File: src/rtl/pio_display_pkg.sv
// rtl/pio_display_pkg.sv - shared types, segment constants and BCD decode for the PIO display block
package pio_display_pkg;

  typedef enum logic [1:0] {IDLE, ARM, RUN} state_t;

  localparam logic [6:0] SEG_DASH  = 7'b1000000;
  localparam logic [6:0] SEG_BLANK = 7'h00;
  localparam logic [6:0] SEG_ALL   = 7'h7F;

  // Active-high segments ordered {g,f,e,d,c,b,a}; non-decimal codes show a dash.
  function automatic logic [6:0] bcd_to_seg(input logic [3:0] digit);
    logic [6:0] seg;
    case (digit)
      4'd0:    seg = 7'b0111111;
      4'd1:    seg = 7'b0000110;
      4'd2:    seg = 7'b1011011;
      4'd3:    seg = 7'b1001111;
      4'd4:    seg = 7'b1100110;
      4'd5:    seg = 7'b1101101;
      4'd6:    seg = 7'b1111101;
      4'd7:    seg = 7'b0000111;
      4'd8:    seg = 7'b1111111;
      4'd9:    seg = 7'b1101111;
      default: seg = SEG_DASH;
    endcase
    return seg;
  endfunction

endpackage

File: src/rtl/pio_display_ctrl_pwm_phase_gen.sv
// rtl/pio_display_ctrl_pwm_phase_gen.sv - prescaler and 8-bit PWM phase with period boundary flag
module pwm_phase_gen #(
  parameter int PRESCALE = 195
) (
  input  logic       clk,
  input  logic       rst_n,
  output logic [7:0] phase,
  output logic       tick,
  output logic       boundary
);

  localparam int            CW   = (PRESCALE > 1) ? $clog2(PRESCALE) : 1;
  localparam logic [CW-1:0] LAST = CW'(PRESCALE - 1);

  logic [CW-1:0] count;

  assign tick     = (count == LAST);
  assign boundary = tick && (phase == 8'hFF);

  always_ff @(posedge clk or negedge rst_n) begin
    if (!rst_n) begin
      count <= '0;
      phase <= 8'h00;
    end else if (tick) begin
      count <= '0;
      phase <= phase + 8'd1;
    end else begin
      count <= count + CW'(1);
    end
  end

endmodule

File: src/rtl/pio_display_ctrl.sv
// rtl/pio_display_ctrl.sv - double-buffered 3-digit 7-segment driver with PWM brightness and LED mirror
module pio_display_ctrl
  import pio_display_pkg::*;
#(
  parameter int PRESCALE    = 195,
  parameter bit BLANK_LZ    = 1'b1,
  parameter bit SEG_ACT_LOW = 1'b1
) (
  input  logic        clk_clk,
  input  logic        reset_reset_n,
  input  logic        enable,
  input  logic        lamp_test,
  input  logic [11:0] bcd_in,
  input  logic [7:0]  duty_in,
  output logic [6:0]  hex0,
  output logic [6:0]  hex1,
  output logic [6:0]  hex2,
  output logic        led_pwm,
  output logic        bcd_err,
  output logic        period_strobe
);

  localparam logic [6:0] POL = SEG_ACT_LOW ? 7'h7F : 7'h00;

  state_t      state, state_nx;
  logic [11:0] bcd_sh;
  logic [7:0]  duty_sh;
  logic [7:0]  phase;
  logic        tick, boundary, period_end, load, pwm_on;
  logic [3:0]  d2, d1, d0;
  logic        blank2, blank1;
  logic [6:0]  seg2, seg1, seg0;
  logic [6:0]  hex2_d, hex1_d, hex0_d;
  logic        led_d;

  pwm_phase_gen #(.PRESCALE(PRESCALE)) u_phase (
    .clk      (clk_clk),
    .rst_n    (reset_reset_n),
    .phase    (phase),
    .tick     (tick),
    .boundary (boundary)
  );

  assign period_end = tick && boundary;
  // A disable that coincides with the boundary must not load the shadows.
  assign load       = period_end && enable;
  assign pwm_on     = (duty_sh == 8'hFF) || (phase < duty_sh);

  assign d2     = bcd_sh[11:8];
  assign d1     = bcd_sh[7:4];
  assign d0     = bcd_sh[3:0];
  assign blank2 = BLANK_LZ && (d2 == 4'd0);
  assign blank1 = blank2 && (d1 == 4'd0);
  assign seg2   = blank2 ? SEG_BLANK : bcd_to_seg(d2);
  assign seg1   = blank1 ? SEG_BLANK : bcd_to_seg(d1);
  assign seg0   = bcd_to_seg(d0);

  always_comb begin
    state_nx = state;
    unique case (state)
      IDLE:    if (enable) state_nx = ARM;
      ARM:     if (period_end) state_nx = RUN;
      RUN:     state_nx = RUN;
      default: state_nx = IDLE;
    endcase
    if (!enable) state_nx = IDLE;
  end

  // Enable is gated here as well so the pins go dark one clock after it drops.
  always_comb begin
    hex2_d = SEG_BLANK;
    hex1_d = SEG_BLANK;
    hex0_d = SEG_BLANK;
    led_d  = 1'b0;
    if (lamp_test) begin
      hex2_d = SEG_ALL;
      hex1_d = SEG_ALL;
      hex0_d = SEG_ALL;
      led_d  = 1'b1;
    end else if (enable && (state == RUN) && pwm_on) begin
      hex2_d = seg2;
      hex1_d = seg1;
      hex0_d = seg0;
      led_d  = 1'b1;
    end
  end

  always_ff @(posedge clk_clk or negedge reset_reset_n) begin
    if (!reset_reset_n) begin
      state         <= IDLE;
      bcd_sh        <= 12'h000;
      duty_sh       <= 8'h00;
      bcd_err       <= 1'b0;
      period_strobe <= 1'b0;
      hex2          <= POL;
      hex1          <= POL;
      hex0          <= POL;
      led_pwm       <= 1'b0;
    end else begin
      state         <= state_nx;
      period_strobe <= period_end;
      if (load) begin
        bcd_sh  <= bcd_in;
        duty_sh <= duty_in;
        bcd_err <= (bcd_in[11:8] > 4'd9) || (bcd_in[7:4] > 4'd9) || (bcd_in[3:0] > 4'd9);
      end
      hex2    <= hex2_d ^ POL;
      hex1    <= hex1_d ^ POL;
      hex0    <= hex0_d ^ POL;
      led_pwm <= led_d;
    end
  end

endmodule

File: config.mk
export PLATFORM = sky130hd
export DESIGN_NAME = pio_display_ctrl
export DESIGN_NICKNAME = d
export VERILOG_FILES = /design/src/rtl/pio_display_pkg.sv /design/src/rtl/pio_display_ctrl_pwm_phase_gen.sv /design/src/rtl/pio_display_ctrl.sv
export SDC_FILE = /design/constraint.sdc
export NUM_CORES = 1
export LEC_CHECK = 0
export ABC_AREA = 0
export CORE_MARGIN = 3
export CORE_UTILIZATION = 34
export CTS_CLUSTER_DIAMETER = 80
export DETAILED_ROUTE_END_ITERATION = 6
export HOLD_SLACK_MARGIN = 0.05
export PLACE_DENSITY = 0.6
export SYNTH_ARGS = -nofsm -noshare
export SYNTH_HDL_FRONTEND = slang
export SYNTH_SLANG_ARGS = --single-unit
export TNS_END_PERCENT = 1
File: constraint.sdc
create_clock -name clk_clk -period 2.1 [get_ports clk_clk]
set_input_delay 0.21 -clock clk_clk [delete_from_list [all_inputs] [get_ports clk_clk]]
set_output_delay 0.21 -clock clk_clk [all_outputs]
set_load 0.02 [all_outputs]
# ---- After elaboration in Yosys (flattened, before gate mapping)
# Memories as Yosys holds them, arrays and structs flattened.
# Cells that the tools add are included.
dict set report classes {
  bitwise 3
  n_eq_ne 6
  reduce_logical 12
  n_mux 14
  n_addsub 2
  magnitude_cmp 4
}
# operator count
set op_table {}
lappend op_table {{two-way mux 7 bit} 8}
lappend op_table {{equality test 8 bit, second input constant} 3}
lappend op_table {{NOT 7 bit} 3}
lappend op_table {{adder 8 x 1 -> 8 bit, second input constant} 2}
lappend op_table {{> comparator 4 bit, second input constant} 3}
lappend op_table {{logical NOT 4 bit} 2}
lappend op_table {{less-than comparator 8 bit} 1}
lappend op_table {{two-way mux 8 bit} 1}
lappend op_table {{logical AND 1 bit} 6}
lappend op_table {{one-hot mux 2 bit (3 select lines)} 1}
lappend op_table {{two-way mux 2 bit} 2}
lappend op_table {{logical OR 1 bit} 3}
lappend op_table {{!= test 3 bit, second input constant} 1}
lappend op_table {{equality test 2 x 1 -> 1 bit, second input constant} 1}
lappend op_table {{equality test 2 bit, second input constant} 1}
lappend op_table {{logical NOT 2 bit} 1}
lappend op_table {{two-way mux 1 bit} 2}
dict set report word_totals {
  romBits 336
  elab_cells 55
  ff_bits 62
  memories 3
}
# memory depth width rd rd_clocked_by_memory_dff write_ports line_no
set memory_table {}
lappend memory_table {{(no name shown)} 16 7 1 0 0 pio_display_pkg.sv:13} ;# case (digit)
lappend memory_table {{(no name shown)} 16 7 1 0 0 pio_display_pkg.sv:13}
lappend memory_table {{(no name shown)} 16 7 1 0 0 pio_display_pkg.sv:13}

# ---- Depth between registers and ports, before layout
# Gate-level depths: netlist of run 1.
dict set report depth {
  ltp_word 6
  depth_mapped 8
  depth_no_buf 7
}

# ---- Modules after synthesis
# A second synthesis of run 1 with hierarchy kept.
dict set report unflattened {
  hier_cells 299
  area_unflattened_um2 3270.6
}
# module area_each_um2 cells_each instances seq_area_each_um2
set by_module_without_submodules {}
lappend by_module_without_submodules {pio_display_ctrl 2506.2 233 1 1177.4}
lappend by_module_without_submodules {pwm_phase_gen 764.5 66 1 400.4}

# ---- Least setup slack after synthesis of run 1
# Ideal clock, no wire load.
dict set report synth_timing {
  path_type {reg-to-reg}
  from {reg u_phase.count[0]}
  to {reg bcd_sh[10]}
  stages_incl_launch_ff 7
  n_path_buf 0
  period_less_slack_ps 1937
  t_arrival_ps 1812
  setup_time_ps 125
  setup_slack_ps 163
  path_cell_list {dfrtp_1 > inv_1 > ha_1 > nor3b_2 > nand4_2 > nor4_4 > mux2_2}
}
dict set report synth_between {
  elab_chain_len 4
}
# element line_no
set synth_rtl {}
lappend synth_rtl {{start: declaration} pio_display_ctrl_pwm_phase_gen.sv:15} ;# logic [CW-1:0] count;
lappend synth_rtl {{start signal: assignment} pio_display_ctrl_pwm_phase_gen.sv:28} ;# count <= count + CW'(1);
lappend synth_rtl {{equality test 8 bit (*)} pio_display_ctrl_pwm_phase_gen.sv:17} ;# assign tick = (count == LAST);
lappend synth_rtl {{logical AND 1 bit} pio_display_ctrl_pwm_phase_gen.sv:18} ;# assign boundary = tick && (phase == 8'hFF);
lappend synth_rtl {{logical AND 1 bit (*)} pio_display_ctrl.sv:44} ;# assign period_end = tick && boundary;
lappend synth_rtl {{logical AND 1 bit (*)} pio_display_ctrl.sv:46} ;# assign load = period_end && enable;
lappend synth_rtl {{end signal: assignment} pio_display_ctrl.sv:103} ;# bcd_sh <= bcd_in;
lappend synth_rtl {{end: declaration} pio_display_ctrl.sv:26} ;# logic [11:0] bcd_sh;
# Every way passes the cells marked *; elsewhere a longest branch is shown, timed or not.
# A chain may end at the register's enable or synchronous reset.

# ---- Worst setup path after layout of run 1
dict set report layout_timing {
  from {reg u_phase.count[0]}
  to {reg bcd_sh[7]}
}
# The elaborated chain is that of the path after synthesis.

==> flow_summary.toml, run 1 <==
[status]
status = "complete, no violations"

[floorplan]
fp.dieArea_um2 = 10500
pin_count = 48
fp.dieW_um = 102
core_area_um2 = 8890
start_util = 0.356
num_rows = 34
die_y_um = 102

[cts]
cts_tree = "done"
clock-root-buffer = "clkbuf_8"
clock-sinks = 62
post_cts_buffers = 0
clk_pin_slew_ps = 70
numCtsBuffers = 9
cts.htree.levels = 3
clockBufferDepth = 2
clkLatencyLatePin_ps = 340

[sta]
period_minus_slack_ps = 1930
worst_slew_pin_slew_ps = 463
setup_tns_ps = 0
slew_viol_final = 0
worst_slack_ps = 170
slew_headroom = 0.691
setup_viol = 0
hold_viol_final = 0
rsz0062_at_grt = "no"
fin_crit_sh = 0.919
skew_ps = 6.96
clock.fmax_ghz = 0.518

[routing]
wl_met2_mm = 3.00
first_iter_violations = 47
routedWlPerCell_um = 12.9
drc_errors = 0
wl_met3_um = 307
routed_via_density = 4.84
first_pass_iters = 4
met1_length_mm = 2.84
routed_wl_mm = 6.20
routed.top_layer = "met4"
drtAntennaViolNets = 0
via_count = 2332

[final_layout]
layout.nets = 423
final_cell_area_um2 = 4010
fillers = 850
area_growth_pct = 26.9
multiInputGateArea_um2 = 1430
instances_no_fill = 482
layout-drive-gt1-share = 0.160
diodes = 0
regArea_um2 = 1580

[place]
dp.cells = 465
portBuffers = 47
placed_area_um2 = 3800
dpl_worst_slack_ps = 137
post-dp-hpwl_mm = 4.64
gp_congestion = 0.840

[pwr]
pwr-share-clk = 0.364
p_per_area_nw_per_um2 = 716
power_frac_comb = 0.165
leakagePower_nw = 1.75
p_int_mw = 2.10
swShare = 0.268
peakVddDrop_mv = 0.445
power.switching_uw = 770
seq_power_share = 0.472

[critical_path]
criticalPathCategory = "flip-flop to flip-flop"
start_kind = "flip-flop"
cp_cell_sequence = "inv_1 > ha_1 > nor3b_2 > nand4_2 > nor4_4 > buf_6 > mux2_2"
path_depth = 7
cp.required_ps = 2320
cp_max_fo = 12
max_stage_delay_ps = 420
r2r_slack_ps = 170
cp_slowest_cell = "dfrtp_1"
crit_path_end_kind = "flip-flop"
crit_buf_inv = 2
crit_family = "simple AND/OR/NAND/NOR gates"
arrival_ps = 2150
ff2ff_path_depth = 7

[synth]
synth.distinct_cells = 37
syn_nets = 366
ys_ff_latch = 62
synth_cells = 312
synth.area.top_cells = "dfrtp_1 32%, dfstp_2 17%, ha_1 12%"
ys.warnings.count = 0
yosysTopAreaCell = "dfrtp_1"
syn_avg_cell_area_um2 = 10.1
synth_top_area_share = 0.324
seq_area_frac_synth = 0.499
synth.cell_area_um2 = 3160

[global_routing]
gr-total-overflow = 0
grt_use_total = 0.131
grt_pass1_wl_mm = 10.7
grt_max_degree = 42
grt_antenna_before_repair = 0
grt_pass1_vias = 2376

[job]
maxCapViolations = 0

[hold_path]
hp-class = "input port to asynchronous set/reset pin"
==> flip-flops by register name, indices dropped and copies added, names as in the netlist <==
signal,count
bcd_sh,12
duty_sh,8
u_phase.count,8
u_phase.phase,8
hex0,7
hex1,7
hex2,7
state,2
bcd_err,1
led_pwm,1
period_strobe,1
==> worst register-to-register path: stages, from the launching register on <==
cell,delay [ps]
dfrtp_1,420
inv_1,70
ha_1,130
nor3b_2,200
nand4_2,160
nor4_4,310
buf_6,190
mux2_2,340
==> path summary, 6_finish.rpt <==
| kind | endpoint | startpoint |
|---|---|---|
| setup reg to reg | bcd_sh[7] | u_phase.count[0] |
| max in group asynchronous | hex2[4] | reset_reset_n |
| hold / removal | led_pwm | reset_reset_n |
| min in group clk_clk | bcd_sh[0] | bcd_in[0] |
| hold reg to reg | u_phase.count[0] | u_phase.count[0] |
| setup / recovery | bcd_sh[7] | u_phase.count[0] |
==> cell type report <==
cell class | count | area share
inverter | 27 | 0.0253
multi-input combinational | 211 | 0.356
sequential | 62 | 0.393
clock buffer | 12 | 0.0443
tap | 108 | 0.0337
timing repair buffer | 58 | 0.141
clock inverter | 4 | 0.00624
==> repair_timing <==
action | CTS | global route
gates resized for setup | 0 | 1
hold buffers | 1 | 0
setup endpoints to repair | 0 | 5
endpoints found under the hold margin | 1 | 0
==> cells in the final DEF, fill, tap and decap left out, types with 2 or more instances in the layout <==
cell type,netlist,routed
nor3_1,3,3
nand2_1,29,29
o31ai_1,3,3
nand4_1,6,6
o21a_1,3,3
xor2_1,2,2
dfrtp_1,41,41
clkbuf_8,0,9
clkdlybuf4s50_1,0,46
buf_4,2,8
and3_1,2,2
a31oi_1,8,8
o22ai_1,3,3
nor2_1,18,18
clkbuf_16,0,2
inv_1,27,27
a21oi_1,18,18
nand2b_1,8,8
or2_2,3,3
nand3_1,7,7
dfstp_2,21,21
or3_1,2,2
mux2_2,7,7
clkinv_2,0,2
xnor2_1,10,10
ha_1,30,30
o21ai_0,37,37
==> power by group through the flow <==
stage,registers [mW],clock network (mW),logic (mW)
2_1_floorplan,1.43,0,0.191
3_3_place_gp,1.37,0,0.469
3_5_place_dp,1.38,0,0.477
4_1_cts,1.36,1.08,0.482
5_1_grt,1.37,1.14,0.536
6_report,1.36,1.05,0.473
==> stage by stage <==
stage,power (mW),hold slack (ps),utilization
2_1_floorplan,1.62,-85.6,-
3_3_place_gp,1.84,183,0.427
3_5_place_dp,1.85,196,0.427
4_1_cts,2.92,365,0.451
5_1_grt,3.04,386,0.451
6_report,2.87,361,0.451
==> kinds of logic (layout without fill, tap and decap cells) <==
family / Yosys count / after routing / synth area share
simple gates: 84 / 84 / 0.135
compound gates: 78 / 78 / 0.140
flops: 62 / 62 / 0.499
buf+inv: 39 / 101 / 0.0491
fa+ha+maj: 30 / 30 / 0.119
xor+xnor: 12 / 12 / 0.0332
mux: 7 / 7 / 0.0249
==> Yosys cell counts (all sizes together) <==
library cell	number
dfrtp	41
o21ai	38
ha	30
nand2	29
inv	27
dfstp	21
a21oi	18
nor2	18
clkbuf	10
xnor2	10
a31oi	8
nand2b	8
mux2	7
nand3	7
nand4	7
nor3	3
o21a	3
o22ai	3
o31ai	3
or2	3
and3	2
buf	2
or3	2
xor2	2
a2111o	1
a211oi	1
a41oi	1
and4	1
nor2b	1
nor3b	1
nor4	1
nor4b	1
o2111a	1
o311ai	1
==> routing by layer <==
layer / track usage / up-vias
met5: 0 / -
met4: 0.0363 / 0
met2: 0.220 / 47
li1: - / 1184
met1: 0.159 / 1094
met3: 0.0464 / 7
No activity file was read; power rests on OpenSTA's default activity.
==> inputs of run 2 (changes only) <==
--- a/config.mk
+++ b/config.mk
@@ -6,11 +6,11 @@
 export NUM_CORES = 1
 export LEC_CHECK = 0
 export ABC_AREA = 0
-export CORE_MARGIN = 3
+export CORE_MARGIN = 5
 export CORE_UTILIZATION = 34
 export CTS_CLUSTER_DIAMETER = 80
 export DETAILED_ROUTE_END_ITERATION = 6
-export HOLD_SLACK_MARGIN = 0.05
+export HOLD_SLACK_MARGIN = 0.02
 export PLACE_DENSITY = 0.6
 export SYNTH_ARGS = -nofsm -noshare
 export SYNTH_HDL_FRONTEND = slang
==> flow_summary.toml, run 2 (same netlist as run 1, synthesis figures left out) <==
[place]
gp_congestion = 0.820
dpl_worst_slack_ps = 45.9
placed_area_um2 = 3770
portBuffers = 47
post-dp-hpwl_mm = 4.50

[cts]
numCtsBuffers = 9
post_cts_buffers = 0
clockBufferDepth = 2
clkLatencyLatePin_ps = 330
cts.htree.levels = 3
clock-root-buffer = "clkbuf_8"
cts-hold-fix-buffers = 0
clock-sinks = 62
clk_pin_slew_ps = 70
postCtsResizedCells = 0
cts_tree = "done"

[routing]
wl_met2_mm = 2.91
routed_via_density = 4.74
routed_wl_mm = 6.11
first_pass_iters = 6
drc_errors = 0
first_iter_violations = 70
routed.top_layer = "met4"
via_count = 2275
met1_length_mm = 2.81
routedWlPerCell_um = 12.7
wl_met3_um = 336
drtAntennaViolNets = 0

[final_layout]
layout.nets = 418
fillers = 881
top_register = "bcd_sh"
final_common_cell = "clkdlybuf4s50_1"
final_cell_area_um2 = 3970
layout_common_cells = "46 x clkdlybuf4s50_1, 41 x dfrtp_1, 37 x o21ai_0"
fin_util = 0.433
area_growth_pct = 25.5
largest_reg_flops = 12
diodes = 0
layout-drive-gt1-share = 0.146

[sta]
fin_crit_sh = 0.915
slew_headroom = 0.497
hold_viol_final = 0
worst_slack_ps = 178
setup_viol = 0
slew_viol_final = 0
rsz0062_at_grt = "yes"
skew_ps = 10.3
period_minus_slack_ps = 1920
clock.fmax_ghz = 0.520
worst_slew_pin_slew_ps = 755

[critical_path]
criticalPathCategory = "flip-flop to flip-flop"
reg2reg_from = "u_phase.count[0]"
arrival_ps = 2140
r2r_end = "bcd_sh[3]"
cp_max_fo = 25
crit_path_end_kind = "flip-flop"
r2r_slack_ps = 180
ff2ff_path_depth = 7
cp.required_ps = 2320
start_kind = "flip-flop"

[global_routing]
grt_pass1_wl_mm = 9.99
gr-total-overflow = 0
grt_use_total = 0.111
grt_antenna_before_repair = 0
grt_pass1_vias = 2205
grt_max_degree = 63

[floorplan]
core_area_um2 = 9150
pin_count = 48
fp.dieW_um = 106
start_util = 0.345
num_rows = 35
fp.dieArea_um2 = 11300
die_y_um = 106

[status]
status = "complete, no violations"

[pwr]
power_frac_comb = 0.162
seq_power_share = 0.478
p_per_area_nw_per_um2 = 714
leakagePower_nw = 1.72
swShare = 0.262
p_int_mw = 2.09
peakVddDrop_mv = 0.371
power.switching_uw = 742
pwr-share-clk = 0.360

[job]
maxCapViolations = 0

[hold_path]
hp-class = "input port to asynchronous set/reset pin"
run 2: cell count changes in the layout (fill, tap and decap cells not counted), sizes merged:
cell and delta:
clkinv -2, clkinvlp +1, clkbuf +2, dlygate4sd3 -1, inv -1, buf -4
run 2: worst max-delay path, cell delays in order (launching register included):
cell	delay [ps]
dfrtp_1	420
inv_1	70
ha_1	130
nor3b_2	190
nand4_2	190
nor4_4	260
buf_12	200
mux2_2	340
run 2: through the flow:
stage / setup TNS (ps) / power (mW) / cells / hold slack, ps
4_1_cts: 0 / 2.88 / 480 / 51.7
3_3_place_gp: 0 / 1.83 / 464 / 420
6_report: 0 / 2.83 / 480 / 27.5
5_1_grt: -9.31 / 2.98 / 480 / 93.7
3_5_place_dp: 0 / 1.84 / 464 / 421
2_1_floorplan: 0 / 1.62 / 312 / -85.6
run 2: worst max-delay path by stage:
stage | start | endpoint | cells after the start
final | u_phase.count[0] | bcd_sh[3] | 7
after global routing | u_phase.count[0] | state[1] | 7
after floorplan | u_phase.count[0] | bcd_sh[10] | 6
after detailed placement | u_phase.count[0] | bcd_sh[6] | 7
after CTS | u_phase.count[0] | bcd_sh[6] | 7
after global placement | u_phase.count[0] | bcd_sh[2] | 7
run 2: cell type report:
cell class | instances | area, um2 | share of cell area
clock buffer | 14 | 185 | 0.0467
clock inverter | 2 | 12.5 | 0.00315
inverter | 27 | 101 | 0.0255
multi-input combinational | 211 | 1430 | 0.360
sequential | 62 | 1580 | 0.398
tap | 111 | 139 | 0.0350
timing repair buffer | 53 | 523 | 0.132
run 2: power by group through the flow:
| stage | Clock, mW | Combinational, mW | Sequential (mW) |
|---|---|---|---|
| floorplan | 0 | 0.191 | 1.43 |
| global placement | 0 | 0.456 | 1.37 |
| detailed placement | 0 | 0.465 | 1.38 |
| CTS | 1.06 | 0.468 | 1.35 |
| global route | 1.10 | 0.511 | 1.36 |
| finish | 1.02 | 0.460 | 1.35 |
run 2: layer usage:
layer | track usage | vias to the layer above
li1 | - | 1167
met1 | 0.138 | 1057
met2 | 0.180 | 46
met3 | 0.0395 | 5
met4 | 0.0338 | 0
met5 | 0 | -
